==> src/rtl/pipelined_memory_unit_if.sv <==
// pipelined_memory_unit_if: Avalon-MM read/write data port between the load/store unit and memory
interface pipelined_memory_unit_if #(
  parameter int DATA_WIDTH = 32,
  parameter int ADDR_WIDTH = 32
);
  logic [ADDR_WIDTH-1:0]   address;
  logic [DATA_WIDTH/8-1:0] byteenable;
  logic                    read;
  logic                    write;
  logic [DATA_WIDTH-1:0]   host_to_agent;
  logic [DATA_WIDTH-1:0]   agent_to_host;
  logic                    waitrequest;
  logic                    readdatavalid;
  modport master (
    output address, byteenable, read, write, host_to_agent,
    input  agent_to_host, waitrequest, readdatavalid
  );
  modport slave (
    input  address, byteenable, read, write, host_to_agent,
    output agent_to_host, waitrequest, readdatavalid
  );
endinterface

==> src/rtl/pipelined_memory_unit.sv <==
// pipelined_memory_unit: load/store unit with up to MAX_PENDING in-order pipelined reads on Avalon-MM
module pipelined_memory_unit #(
  parameter int DATA_WIDTH  = 32,
  parameter int ADDR_WIDTH  = 32,
  parameter int MAX_PENDING = 4
) (
  input  logic                  clk,
  input  logic                  rst,
  input  logic                  i_req_valid,
  output logic                  o_req_ready,
  input  logic                  i_req_write,
  input  logic [ADDR_WIDTH-1:0] i_req_address,
  input  logic [1:0]            i_req_size,
  input  logic                  i_req_zero_extend,
  input  logic [DATA_WIDTH-1:0] i_req_wdata,
  output logic                  o_rsp_valid,
  output logic [DATA_WIDTH-1:0] o_rsp_data,
  output logic                  o_rsp_error,
  pipelined_memory_unit_if.master port
);
  localparam int BYTES = DATA_WIDTH / 8;
  localparam int OFF_W = $clog2(BYTES);
  localparam int PW    = MAX_PENDING > 1 ? $clog2(MAX_PENDING) : 1;
  localparam int CW    = $clog2(MAX_PENDING + 1);
  localparam int EW    = OFF_W + 3;
  localparam logic [1:0] SZ_B = 2'd0, SZ_H = 2'd1, SZ_W = 2'd2;

  typedef enum logic [1:0] {IDLE, CMD_READ, CMD_WRITE, DRAIN} state_t;

  state_t                r_state;
  logic [CW-1:0]         r_pending;
  logic [PW-1:0]         r_wp, r_rp;
  logic [EW-1:0]         r_fifo [MAX_PENDING];

  logic [OFF_W-1:0]      w_off, w_head_off;
  logic                  w_mis, w_load, w_acc, w_issue, w_ret, w_head_zx, w_sgn;
  logic [1:0]            w_head_size;
  logic [CW-1:0]         w_next_pend;
  logic [ADDR_WIDTH-1:0] w_addr;
  logic [BYTES-1:0]      w_be;
  logic [DATA_WIDTH-1:0] w_wdata, w_sh, w_keep, w_rdata;
  logic [EW-1:0]         w_head;

  assign w_off       = i_req_address[OFF_W-1:0];
  assign w_mis       = (i_req_size == SZ_H && w_off[0]) || (i_req_size == SZ_W && w_off[1:0] != 2'b0);
  assign w_load      = !i_req_write && !w_mis;
  assign w_addr      = i_req_address & ~ADDR_WIDTH'(BYTES - 1);
  assign w_be        = BYTES'(i_req_size == SZ_B ? 4'h1 : i_req_size == SZ_H ? 4'h3 : 4'hF) << w_off;
  assign w_wdata     = i_req_wdata << {w_off, 3'b000};
  assign w_issue     = r_state == CMD_READ && !port.waitrequest;
  assign w_ret       = port.readdatavalid && r_pending != '0;
  assign w_next_pend = r_pending + CW'(w_issue) - CW'(w_ret);
  assign w_acc       = i_req_valid && o_req_ready;

  // Stores and errors only go out with nothing pending, which keeps responses in order
  always_comb begin
    o_req_ready = 1'b0;
    if (!rst)
      o_req_ready = r_state == IDLE ? (r_pending != CW'(MAX_PENDING) && !(r_pending != '0 && !w_load)) :
                    r_state == CMD_READ ? (!port.waitrequest && w_load && w_next_pend < CW'(MAX_PENDING)) :
                    1'b0;
  end

  assign w_head      = r_fifo[r_rp];
  assign w_head_off  = w_head[OFF_W-1:0];
  assign w_head_size = w_head[OFF_W+1:OFF_W];
  assign w_head_zx   = w_head[OFF_W+2];
  assign w_sh        = port.agent_to_host >> {w_head_off, 3'b000};
  assign w_sgn       = !w_head_zx && (w_head_size == SZ_B ? w_sh[7] : w_head_size == SZ_H ? w_sh[15] : w_sh[31]);
  assign w_keep      = ~({DATA_WIDTH{1'b1}} << (w_head_size == SZ_B ? 8 : w_head_size == SZ_H ? 16 : 32));
  assign w_rdata     = (w_sh & w_keep) | (w_sgn ? ~w_keep : '0);

  always_ff @(posedge clk)
    if (w_acc && w_load) r_fifo[r_wp] <= {i_req_zero_extend, i_req_size, w_off};

  always_ff @(posedge clk or posedge rst)
    if (rst) begin
      r_state            <= IDLE;
      r_pending          <= '0;
      r_wp               <= '0;
      r_rp               <= '0;
      port.read          <= 1'b0;
      port.write         <= 1'b0;
      port.address       <= '0;
      port.byteenable    <= '0;
      port.host_to_agent <= '0;
      o_rsp_valid        <= 1'b0;
      o_rsp_data         <= '0;
      o_rsp_error        <= 1'b0;
    end else begin
      r_pending   <= w_next_pend;
      o_rsp_valid <= w_ret;
      if (w_ret) begin
        o_rsp_data  <= w_rdata;
        o_rsp_error <= 1'b0;
        r_rp        <= r_rp == PW'(MAX_PENDING - 1) ? '0 : r_rp + 1'b1;
      end
      if (w_acc && w_load) r_wp <= r_wp == PW'(MAX_PENDING - 1) ? '0 : r_wp + 1'b1;
      case (r_state)
        IDLE:
          if (w_acc && w_load) begin
            r_state         <= CMD_READ;
            port.read       <= 1'b1;
            port.address    <= w_addr;
            port.byteenable <= w_be;
          end else if (i_req_valid && !w_load && r_pending != '0) begin
            r_state <= DRAIN;
          end else if (w_acc && w_mis) begin
            o_rsp_valid <= 1'b1;
            o_rsp_data  <= '0;
            o_rsp_error <= 1'b1;
          end else if (w_acc) begin
            r_state            <= CMD_WRITE;
            port.write         <= 1'b1;
            port.address       <= w_addr;
            port.byteenable    <= w_be;
            port.host_to_agent <= w_wdata;
          end
        CMD_READ:
          if (!port.waitrequest) begin
            if (w_acc) begin
              port.address    <= w_addr;
              port.byteenable <= w_be;
            end else begin
              port.read <= 1'b0;
              r_state   <= IDLE;
            end
          end
        CMD_WRITE:
          if (!port.waitrequest) begin
            port.write  <= 1'b0;
            o_rsp_valid <= 1'b1;
            o_rsp_data  <= '0;
            o_rsp_error <= 1'b0;
            r_state     <= IDLE;
          end
        default:
          if (r_pending == '0) r_state <= IDLE;
      endcase
    end

  a_no_stray_rdv: assert property (@(posedge clk) disable iff (rst) !(port.readdatavalid && r_pending == '0));
endmodule
==> src/flat_wrapper.sv <==
// flat-port wrapper written by rule: the top's interface ports become plain ports
module pipelined_memory_unit_flat 
#(
  parameter int DATA_WIDTH  = 32,
  parameter int ADDR_WIDTH  = 32,
  parameter int MAX_PENDING = 4
)
  (clk, rst, i_req_valid, o_req_ready, i_req_write, i_req_address, i_req_size, i_req_zero_extend, i_req_wdata, o_rsp_valid, o_rsp_data, o_rsp_error, port_address, port_byteenable, port_read, port_write, port_host_to_agent, port_agent_to_host, port_waitrequest, port_readdatavalid);
  pipelined_memory_unit_if #(.DATA_WIDTH(DATA_WIDTH), .ADDR_WIDTH(ADDR_WIDTH)) port_i ();
  input  logic clk;
  input  logic rst;
  input  logic i_req_valid;
  output logic o_req_ready;
  input  logic i_req_write;
  input  logic [ADDR_WIDTH-1:0] i_req_address;
  input  logic [1:0] i_req_size;
  input  logic i_req_zero_extend;
  input  logic [DATA_WIDTH-1:0] i_req_wdata;
  output logic o_rsp_valid;
  output logic [DATA_WIDTH-1:0] o_rsp_data;
  output logic o_rsp_error;
  output wire logic [$bits(port_i.address)-1:0] port_address;
  output wire logic [$bits(port_i.byteenable)-1:0] port_byteenable;
  output wire logic [$bits(port_i.read)-1:0] port_read;
  output wire logic [$bits(port_i.write)-1:0] port_write;
  output wire logic [$bits(port_i.host_to_agent)-1:0] port_host_to_agent;
  input wire logic [$bits(port_i.agent_to_host)-1:0] port_agent_to_host;
  input wire logic [$bits(port_i.waitrequest)-1:0] port_waitrequest;
  input wire logic [$bits(port_i.readdatavalid)-1:0] port_readdatavalid;
  assign port_address = port_i.address;
  assign port_byteenable = port_i.byteenable;
  assign port_read = port_i.read;
  assign port_write = port_i.write;
  assign port_host_to_agent = port_i.host_to_agent;
  assign port_i.agent_to_host = port_agent_to_host;
  assign port_i.waitrequest = port_waitrequest;
  assign port_i.readdatavalid = port_readdatavalid;
  pipelined_memory_unit #(.DATA_WIDTH(DATA_WIDTH), .ADDR_WIDTH(ADDR_WIDTH), .MAX_PENDING(MAX_PENDING)) u_core (.clk(clk), .rst(rst), .i_req_valid(i_req_valid), .o_req_ready(o_req_ready), .i_req_write(i_req_write), .i_req_address(i_req_address), .i_req_size(i_req_size), .i_req_zero_extend(i_req_zero_extend), .i_req_wdata(i_req_wdata), .o_rsp_valid(o_rsp_valid), .o_rsp_data(o_rsp_data), .o_rsp_error(o_rsp_error), .port(port_i));
endmodule
==> config.mk <==
export PLATFORM = sky130hd
export DESIGN_NAME = pipelined_memory_unit_flat
export DESIGN_NICKNAME = d
export VERILOG_FILES = /design/src/rtl/pipelined_memory_unit_if.sv /design/src/rtl/pipelined_memory_unit.sv /design/src/flat_wrapper.sv
export SDC_FILE = /design/constraint.sdc
export NUM_CORES = 1
export LEC_CHECK = 0
export BUFFER_PORTS_ARGS = -buffer_cell sky130_fd_sc_hd__clkbuf_2
export CAP_MARGIN = 5
export CORE_UTILIZATION = 30
export CTS_BUF_LIST = sky130_fd_sc_hd__clkbuf_8
export DETAILED_ROUTE_END_ITERATION = 7
export PLACE_DENSITY = 0.49
export SLEW_MARGIN = 20
export SYNTH_ARGS = -nofsm -noshare
export SYNTH_HDL_FRONTEND = slang
export SYNTH_SLANG_ARGS = --single-unit
export TNS_END_PERCENT = 5
==> constraint.sdc <==
create_clock -name clk -period 6.2 [get_ports clk]
set_input_delay 1.86 -clock clk [delete_from_list [all_inputs] [get_ports clk]]
set_output_delay 1.86 -clock clk [all_outputs]
set_load 0.05 [all_outputs]
==> results of run 1 <==
[per-stage QoR]
stage,std cells,worst slack (ps)
2_1_floorplan,576,99.4
3_3_place_gp,1030,220
3_5_place_dp,1030,128
4_1_cts,1062,122
5_1_grt,1063,8.00
6_report,1063,144
[layout make-up]
cell class	count	area share, %
tap	275	4.13
clock buffer	20	3.30
clock inverter	12	1.83
inverter	17	0.795
sequential	133	41.1
timing repair buffer	219	13.6
multi-input combinational	387	35.2
[layer usage]
metal,track usage [%],vias to the layer above,part of all wire (%)
met5,0,-,0
met4,3.43,0,0.51
met3,5.70,9,8.6
met2,27.5,216,47
met1,21.2,2580,44
li1,-,2500,-
[kinds of logic (layout without fill, tap and decap cells)]
kind of cell / after synthesis / after routing / synth area share [%]
AND/OR/NAND/NOR: 129 / 129 / 9.69
flip-flops: 133 / 133 / 52.1
multiplexers: 95 / 95 / 18.0
AO/OA/AOI/OAI: 155 / 155 / 14.8
buffers and inverters: 56 / 268 / 3.65
XOR/XNOR: 1 / 1 / 0.342
adder cells (fa/ha/maj): 7 / 7 / 1.44
[cells in the mapped netlist (all sizes together) (3+ instances only)]
library cell / count
nor2: 21
mux2i: 36
edfxtp: 20
nor3: 5
o211ai: 3
o31ai: 10
nand3b: 3
buf: 13
nor2b: 13
and2: 7
inv: 17
ha: 6
o221ai: 8
mux2: 54
o21ai: 47
a31oi: 8
nand2: 52
a32o: 8
a211oi: 8
a21oi: 48
clkbuf: 26
dfrtp: 113
mux4: 5
nand2b: 11
nand3: 7
[critical path, cell delays in order]
cell,delay (ps)
clkbuf_2,100
and2_1,150
nand2_2,80
o21ai_1,70
ha_1,200
fa_1,420
xnor3_1,220
or4b_4,560
nor3_4,140
nor2_1,100
nor2_4,170
buf_12,140
[report_power, final]
part / total, W / switching, W / internal [W]
sequential: 0.00143 / 0.000225 / 0.00120
combinational: 0.00241 / 0.00168 / 0.000722
clock: 0.000785 / 0.000355 / 0.000430
[state kept, by name, summed over array words and instances, names as in the netlist]
register	cells
u_core.o_rsp_valid	1
u_core.r_state	2
u_core.o_rsp_data	32
u_core.port.address	32
u_core.port.read	1
u_core.port.write	1
u_core.r_rp	2
u_core.r_wp	2
u_core.r_pending	3
u_core.o_rsp_error	1
u_core.port.byteenable	4
u_core.port.host_to_agent	32
u_core.r_fifo	20
[path summary, 6_finish.rpt]
path / startpoint / to / slack [ps] / depth (start not counted)
max in group asynchronous: rst / u_core.r_rp[0] / 3410 / 3
max: port_readdatavalid / o_req_ready / 140 / 12
min in group asynchronous: rst / u_core.port.address[3] / 1730 / 2
max reg2reg: u_core.r_pending[1] / u_core.port.address[17] / 2240 / 13
min: u_core.port.host_to_agent[10] / u_core.port.host_to_agent[10] / 480 / 2
min reg2reg: u_core.port.host_to_agent[10] / u_core.port.host_to_agent[10] / 480 / 2
[timing repair]
| action | CTS | global route |
|---|---|---|
| gates resized for setup | 0 | 2 |
| buffers inserted | 0 | 1 |
| setup endpoints to repair | 0 | 1 |
==> impl_metrics.ini, run 1 <==
[timing]
final_hold_viol_count = 0
hold_slack_ps = 482
worst_pin_slew_ps = 948
slew_violations = 0
fin_tns_setup_ps = 0
setup_viol = 0
clock_skew_ps = 13.7
slew_headroom_pct = 36.8
finalCriticalPeriod_ps = 6060
min_period_over_period_pct = 97.7
fmax_ghz = 0.165
rsz0062_at_grt = no

[yosys]
ys.flop_type = dfrtp_1
syn_nets = 688
yosysWarnings = 0
syn-cell-area_um2 = 6580
ys_ff_latch = 133
ys_types = 56
synth_area_leaders = dfrtp_1, edfxtp_1, mux2_4
ys_seq_area_share_pct = 52.1
yosysTopAreaCell = dfrtp_1
avgSynthCellArea_um2 = 11.4
synth_cells = 576
synth_edf_count = 20
async_flop_share_pct = 85.0
yosysTopAreaCellShare_pct = 43.0

[drt]
drtIter0Drc = 222
route.antenna.remaining_nets = 0
first_pass_iters = 4
viasPerCell = 4.99
vias = 5305
drc = 0
drt_wl_total_um = 18500
wire_per_inst_um = 17.4

[global_route]
grt_pass1_vias = 5279
grt_pass1_wl_um = 28600
overflow = 0
antenna_found_initial = 0
grt_max_degree = 76
grt_usage_pct = 16.7

[critical_path]
cp.required_ps = 4340
critical_path.max_fanout = 3
endpoint_kind = primary output
cp.arrival_ps = 4200
startpoint_type = primary input
worst-setup-path-type = primary input to primary output

[clock_network]
root_buffer = clkbuf_8
clock_latency_ps = 440
postCtsHoldBufs = 0
h-tree-depth = 4
cts_made_buffers = 17
clk_path_buf_depth = 2
path_clk_slew_ps = 90
tritoncts = done
cts_sinks = 133

[floorplan]
rows = 53
io_pins = 210
die-area_um2 = 22500
coreArea_um2 = 21300
die_height_um = 150
die_x_um = 150
start_util_pct = 30.9

[power]
power_density_nw_per_um2 = 554
power_w = 0.00462
ir_worst_vdd_uv = 186
leakage_nw = 4.03

[layout]
layout.nets = 887
area_delta_synth_final_pct = 26.7
fillers = 2101
fin_util_pct = 39.2
diodes = 0
layout-drive-gt1-share_pct = 40.5
seqCellArea_um2 = 3430
multi_input_area_um2 = 2940
layout_commonest_cell = clkbuf_2
final_cell_mix = clkbuf_2, dfrtp_1, nand2_1, a21oi_1, o21ai_0
final_area_um2 = 8340

[outcome]
status = finished, final reports clean

[placed_design]
place_area_um2 = 7890
io_buffers = 209
dp_hpwl_um = 13700
gp_congestion = 0.895

[flow_run]
max-cap-violations = 0

[hold_path]
hold_path.class = flip-flop to flip-flop
Note: power is estimated with default switching activity, not from simulation.
==> run 2: changes to the inputs <==
==> constraint.sdc (replaced) <==
create_clock -name clk -period 7.4 [get_ports clk]
set_input_delay 2.22 -clock clk [delete_from_list [all_inputs] [get_ports clk]]
set_output_delay 2.22 -clock clk [all_outputs]
set_load 0.05 [all_outputs]
==> run 2 against run 1 <==
  * Worst setup slack better by 280 ps
  * Sequential share of layout area up 0.35 points
  * Critical path depth unchanged
  * Power down 18%
  * Worst hold slack better by 2.7 ps
  * Register-to-register slack better by 1300 ps
  * Core utilization down 0.33 points
  * Sequential power down 17%
  * Combinational power down 16%
  * Largest cell class unchanged
==> impl_metrics.ini, run 2 (synthesis results as in run 1) <==
[placed_design]
gp_congestion = 0.855
dp_hpwl_um = 13400
dp_cells = 1029
io_buffers = 209

[critical_path]
worst-setup-path-type = primary input to primary output
crit_top_cell = nor2_1
cp.arrival_ps = 4750
endpoint_kind = primary output
critical_path_buf_inv_count = 2
cp.required_ps = 5180
critical_path.top_delay_family = simple AND/OR/NAND/NOR gates
startpoint_type = primary input
critical_path.max_fanout = 4
slowest_delay_ps = 530
path_cells = clkbuf_2, and2_1, nand2_1, o21ai_0, ha_1, fa_1, xnor3_1, or4b_4, nor3_4, nor2_1, nor2_1, buf_12
slowest_stage = or4b_4

[layout]
final_cells = 1061
layout_commonest_cell = clkbuf_2
final_cell_mix = clkbuf_2, dfrtp_1, nand2_1, a21oi_1, o21ai_0
layout-drive-gt1-share_pct = 40.2
diodes = 0
layout.nets = 885
area_delta_synth_final_pct = 25.6
fin_util_pct = 38.8
reg.largest.list = u_core.o_rsp_data x32, u_core.port.address x32, u_core.port.host_to_agent x32

[timing]
slew_headroom_pct = 35.8
worst_pin_slew_ps = 962
finalCriticalPeriod_ps = 6970
setup_viol = 0
fmax_ghz = 0.143
fin_tns_setup_ps = 0
rsz0062_at_grt = no
slew_violations = 0
min_period_over_period_pct = 94.2
final_hold_viol_count = 0
clock_skew_ps = 12.2

[clock_network]
cts_sinks = 133
postCtsHoldBufs = 0
ctsResizeCount = 0
tritoncts = done
clk_path_buf_depth = 2
post_cts_buffers = 0
path_clk_slew_ps = 80
root_buffer = clkbuf_8
clock_latency_ps = 440
cts_made_buffers = 17
h-tree-depth = 4

[outcome]
status = finished, final reports clean

[floorplan]
start_util_pct = 30.9
die-area_um2 = 22500
rows = 53
io_pins = 210
coreArea_um2 = 21300
die_x_um = 150
die_height_um = 150

[power]
leakage_nw = 4.00
p_seq_share_pct = 31.2
combPwrFrac_pct = 52.9
power_density_nw_per_um2 = 460
netSwitchingFraction_pct = 49.8
ir_worst_vdd_uv = 163
power_w = 0.00381
p_clk_share_pct = 15.8
power_switching_w = 0.00189
internal-power_w = 0.00191

[drt]
drt_wl_total_um = 18500
wire_per_inst_um = 17.4
drc = 0
viasPerCell = 5.02
first_pass_iters = 5
route.antenna.remaining_nets = 0
vias = 5323
drtIter0Drc = 243

[flow_run]
max-cap-violations = 0

[global_route]
grt_max_degree = 74
grt_pass1_wl_um = 29000
grt_usage_pct = 16.8
overflow = 0
grt_pass1_vias = 5490
antenna_found_initial = 0

[hold_path]
hold_path.class = flip-flop to flip-flop
-- run 2: final cells by class --
type | instances | area, um^2
fill | 2079 | 13000
inverter | 17 | 66.3
timing repair buffer | 217 | 1120
tap | 275 | 344
clock inverter | 14 | 135
multi-input combinational | 387 | 2930
clock buffer | 18 | 248
sequential | 133 | 3430
-- run 2: worst min-delay path, stage by stage (launching register included) --
cell	delay (ps)
dfrtp_1	350
nand2_1	50
o31ai_1	50
-- run 2: stage by stage --
stage          cell area, um^2  setup WS, ps  hold WS, ps
2_1_floorplan             6580           234          534
3_3_place_gp              7880           523          462
3_5_place_dp              7880           417          470
4_1_cts                   8260           412          491
5_1_grt                   8270           301          509
6_report                  8270           427          485
-- run 2: path summary, 6_finish.rpt --
kind	start	to	slack, ps	depth (start not counted)
hold / removal	u_core.port.host_to_agent[10]	u_core.port.host_to_agent[10]	480	2
setup / recovery	port_readdatavalid	o_req_ready	430	12
min in group asynchronous	rst	u_core.r_pending[1]	1880	2
hold reg to reg	u_core.port.host_to_agent[10]	u_core.port.host_to_agent[10]	480	2
setup reg to reg	u_core.r_pending[1]	u_core.port.address[15]	3510	12
max in group asynchronous	rst	u_core.port.host_to_agent[6]	4170	3
-- run 2: power by group through the flow --
stage / logic, W / clock network (W) / registers [W]
3_5_place_dp: 0.00203 / 0 / 0.00120
4_1_cts: 0.00203 / 0.000625 / 0.00119
5_1_grt: 0.00214 / 0.000657 / 0.00123
3_3_place_gp: 0.00201 / 0 / 0.00119
6_report: 0.00202 / 0.000602 / 0.00119
2_1_floorplan: 0.000743 / 0 / 0.00199
-- run 2: metal layers --
layer  wire length, um  GRT usage (%)  vias to the layer above
met2              8720           27.2                      212
met1              7810           20.7                     2604
met5                 0              0                        -
met3              1640           6.27                       21
met4               293           5.10                        0
li1                  -              -                     2486
